$ cat config.mk
export PLATFORM = sky130hd
export DESIGN_NAME = sra_issue_queue
export DESIGN_NICKNAME = d
export VERILOG_FILES = /design/src/rtl/sra_issue_queue.sv
export SDC_FILE = /design/constraint.sdc
export NUM_CORES = 1
export LEC_CHECK = 0
export BUFFER_PORTS_ARGS = -buffer_cell sky130_fd_sc_hd__buf_2
export CAP_MARGIN = 30
export CORE_MARGIN = 2
export CORE_UTILIZATION = 45
export CTS_BUF_LIST = sky130_fd_sc_hd__clkbuf_8
export DETAILED_ROUTE_END_ITERATION = 10
export GPL_ROUTABILITY_DRIVEN = 0
export PLACE_DENSITY_LB_ADDON = 0.08
export RECOVER_POWER = 50
export SLEW_MARGIN = 10
export SYNTH_ARGS = -nofsm -noshare
export SYNTH_HDL_FRONTEND = slang
export SYNTH_SLANG_ARGS = --single-unit
$ cat constraint.sdc
create_clock -name clk_i -period 2.26 [get_ports clk_i]
set_input_delay 0.339 -clock clk_i [delete_from_list [all_inputs] [get_ports clk_i]]
set_output_delay 0.339 -clock clk_i [all_outputs]
set_load 0.03 [all_outputs]
$ cat src/rtl/sra_issue_queue.sv
// sra_issue_queue: operand FIFO feeding a fixed-latency SRA core, one operation in flight
// Ports: clk_i/reset_i clock and asynchronous active-high reset; in_valid_i/in_ready_o/
// in_a_i/in_b_i upstream operand pairs; sra_input1_o/sra_input2_o/sra_start_o/sra_result_i
// launch and result interface to the core; out_valid_o/out_ready_i/out_data_o downstream
// result handshake; busy_o high while an operation is in flight or operands are queued.
module sra_issue_queue #(
    parameter int DEPTH   = 4,
    parameter int LATENCY = 12
) (
    input  logic       clk_i,
    input  logic       reset_i,
    input  logic       in_valid_i,
    output logic       in_ready_o,
    input  logic [7:0] in_a_i,
    input  logic [7:0] in_b_i,
    output logic [7:0] sra_input1_o,
    output logic [7:0] sra_input2_o,
    output logic       sra_start_o,
    input  logic [7:0] sra_result_i,
    output logic       out_valid_o,
    input  logic       out_ready_i,
    output logic [7:0] out_data_o,
    output logic       busy_o
);
    localparam int AW = $clog2(DEPTH);
    localparam int CW = $clog2(DEPTH + 1);
    typedef enum logic [1:0] {IDLE, LAUNCH, WAIT, HOLD} state_t;
    state_t        state_q, state_d;
    logic [15:0]   mem_q [DEPTH];
    logic [AW-1:0] wr_q, rd_q;
    logic [CW-1:0] count_q;
    logic [7:0]    cnt_q, cnt_d, in1_q, in1_d, in2_q, in2_d, data_q, data_d;
    logic          valid_q, valid_d, push, pop;
    assign in_ready_o   = count_q != CW'(DEPTH);
    assign push         = in_valid_i && in_ready_o;
    assign pop          = state_q == IDLE && count_q != '0 && (!valid_q || out_ready_i);
    assign sra_input1_o = in1_q;
    assign sra_input2_o = in2_q;
    assign sra_start_o  = state_q == LAUNCH;
    assign out_valid_o  = valid_q;
    assign out_data_o   = data_q;
    assign busy_o       = state_q != IDLE || count_q != '0;
    always_comb begin
        state_d = state_q;
        cnt_d   = cnt_q;
        in1_d   = in1_q;
        in2_d   = in2_q;
        data_d  = data_q;
        valid_d = valid_q && !out_ready_i;
        case (state_q)
            IDLE: if (pop) begin
                state_d        = LAUNCH;
                {in1_d, in2_d} = mem_q[rd_q];
            end
            LAUNCH: begin
                state_d = WAIT;
                cnt_d   = 8'(LATENCY - 1);
            end
            WAIT: if (cnt_q == '0) begin
                state_d = HOLD;
                data_d  = sra_result_i;
                valid_d = 1'b1;
            end else begin
                cnt_d = cnt_q - 8'd1;
            end
            HOLD: if (valid_q && out_ready_i) state_d = IDLE;
            default: state_d = IDLE;
        endcase
    end
    always_ff @(posedge clk_i or posedge reset_i) begin
        if (reset_i) begin
            state_q <= IDLE;
            wr_q    <= '0;
            rd_q    <= '0;
            count_q <= '0;
            cnt_q   <= '0;
            in1_q   <= '0;
            in2_q   <= '0;
            data_q  <= '0;
            valid_q <= 1'b0;
        end else begin
            state_q <= state_d;
            cnt_q   <= cnt_d;
            in1_q   <= in1_d;
            in2_q   <= in2_d;
            data_q  <= data_d;
            valid_q <= valid_d;
            count_q <= count_q + CW'(push) - CW'(pop);
            if (push) wr_q <= wr_q + AW'(1);
            if (pop) rd_q <= rd_q + AW'(1);
        end
    end
    // Storage needs no reset: entries are only read once the count says they were written.
    always_ff @(posedge clk_i) begin
        if (push) mem_q[wr_q] <= {in_a_i, in_b_i};
    end
endmodule

==> results.ini <==
[status]
status=finished, final reports clean

[critical_path]
cp-start-kind=flop
crit_required_ns=2.55
worstSetupPathType=reg -> reg
cp_data_arrival_time_ns=2.35
crit_path_end_kind=flop
r2r_end=count_q[2]
reg2reg_from=count_q[1]
worstPathMaxFanout=4
r2r_setup_slack_ns=0.20
reg2reg_depth=9
crit_path_start=count_q[1]

[global_routing]
globalRouteOverflowTotal=0
antenna_found_initial=0
grt_pass1_wl_um=11800
grt_max_degree=32
grt_pass1_vias=2292
track_usage=0.1578

[synthesis]
synth_seq_area_share=0.6919
post_synth.cell_area_avg_um2=17.90
ys_warn_count=0
yosys.area_share.simple=0.06115
synth_mux_area_frac=0.1613
synth_compound_gate_area_share=0.01951
yosys.area_share.xor_xnor=0.01427
synth_top_family_by_area=multiplexers
synth_cells=240
synth_edf_count=64
syn-cell-area_mm2=0.004297
synth_nets=280
synth_fa_ha_area_frac=0.03669
synth_seq_cells=106
synth.distinct_cells=40
synth_ff_type=edfxtp_1
async_flop_share=0.3962

[floorplan]
chipHeight_um=101.7
initial_utilization=0.4650
num_rows=35
io_pins=56
die_w_um=101.7
die_area_mm2=0.01035
core_mm2=0.009240

[timing]
setup_viol=0
setup_tns_ns=0
rsz0062_at_grt=no
finalHoldViolCount=0
period_share=0.9130
slew_violations=0
clock_skew_ns=0.007533
period_minus_slack_ns=2.063
max_clock_freq_mhz=484.6
max_slew.worst_pin.slew_ns=1.279
slew_headroom=0.1463

[power_and_ir_drop]
max-vdd-ir-drop_mv=0.5342
power_mw=6.745
powerDensity_mw_per_mm2=1367
total_leakage_power_nw=1.912

[route]
drc=0
wl_per_cell_um=16.45
ant_nets=0
routed_via_density=4.937
vias=2197
drt_iter0_markers=129
dr.pass1.iters=4
wl_um=7319

[min_path]
hold_path_end=out_data_o[7]
hold_start=sra_result_i[7]
hold_path.class=in -> reg
min_path_cells=2

[clock_tree]
clk_path_buf_depth=2
cts-buffers-inserted=9
clk_pin_slew_worst_paths_ns=0.09
htreeDepth=3
clock-root-buffer=clkbuf_8
cts_tree=yes
cts.sinks=106
hold_buffers=0
ctsResizeCount=0
clkLatencyLatePin_ns=0.37
cts_setup_buffers=0

[place]
portBuffers=55
placed_area_mm2=0.004805
dp_hpwl_um=4819

[layout]
fillers=771
final_cell_area_mm2=0.004936
multi_input_area_mm2=0.001259
layout.nets=351
register_area_mm2=0.002973
most-common-layout-cells=64 x edfxtp_1, 42 x dfrtp_1, 31 x clkbuf_1
final_common_cell=edfxtp_1
areaGrowthSynthToFinish_pct=14.88
drive_gt1_frac=0.3196
final_util=0.5342
diodes=0

[run]
drv_cap=0

==> area by class of cell <==
cell class | instances | area share
clock inverter | 7 | 0.01039
timing repair buffer | 67 | 0.06768
multi-input combinational | 118 | 0.2550
inverter | 9 | 0.006844
sequential | 106 | 0.6023
tap | 129 | 0.03270
clock buffer | 9 | 0.02510
==> critical path: stages, from the launching register on <==
cell	delay, ns
dfrtp_1	0.44
nor2_1	0.16
nand2_1	0.09
and2_1	0.23
xnor2_1	0.15
ha_1	0.17
inv_1	0.05
fa_1	0.37
xnor2_1	0.20
xnor2_1	0.13
==> per-stage QoR <==
step,std cells,hold WS (ns),setup slack (ns)
floorplan,240,0.4379,0.007910
global placement,429,0.4810,0.2531
detailed placement,429,0.4882,0.1911
CTS,445,0.08706,0.1744
global route,445,0.1888,0.04042
finish,445,0.2004,0.1966
==> worst max-delay path by stage <==
stage | cells past startpoint | end | slack [ns]
CTS | 9 | count_q[2] | 0.17
global route | 9 | count_q[2] | 0.04
global placement | 8 | count_q[2] | 0.25
floorplan | 10 | count_q[2] | 0.008
detailed placement | 9 | count_q[2] | 0.19
finish | 9 | count_q[2] | 0.20
==> synthesized netlist by cell type, drive strengths merged, types with 2 or more instances <==
library cell,n,area [um^2]
edfxtp,64,1922
inv,9,33.78
nand2b,2,12.51
or4,2,22.52
ha,11,137.6
nor3b,2,15.01
nor2,10,37.54
dfrtp,42,1051
and3,4,25.02
clkbuf,4,16.26
nand3,5,40.04
mux4,16,360.4
mux2,26,292.8
buf,3,15.01
o21ai,2,21.27
nand2,8,30.03
nand4,2,12.51
or3b,2,20.02
mux2i,4,40.04
nor4,2,18.77
xnor2,7,61.31
==> power breakdown <==
part	total, mW	internal (mW)	switching, mW	leakage [nW]
combinational	2.71	1.19	1.52	0.733
sequential	2.98	2.69	0.297	1.09
clock	1.05	0.411	0.640	0.0923
==> cells by family after synthesis <==
kind of cell,Yosys count
compound gates,10
xor+xnor,7
fa+ha+maj,12
buf+inv,16
flops,106
mux,46
simple gates,43
==> layer usage <==
| layer | vias to the layer above | track usage | wire length, um |
|---|---|---|---|
| met5 | - | 0 | 0 |
| met4 | 0 | 0.06549 | 122 |
| met3 | 9 | 0.04279 | 253 |
| li1 | 1051 | - | - |
| met1 | 1100 | 0.1958 | 3169 |
| met2 | 37 | 0.2627 | 3773 |
==> sequential cells by signal, summed over array words and instances, names as in the netlist <==
register,count
out_valid_o,1
out_data_o,8
mem_q,64
sra_input1_o,8
state_q,2
sra_input2_o,8
wr_q,2
cnt_q,8
rd_q,2
count_q,3
(Power assumes the default switching activity.)
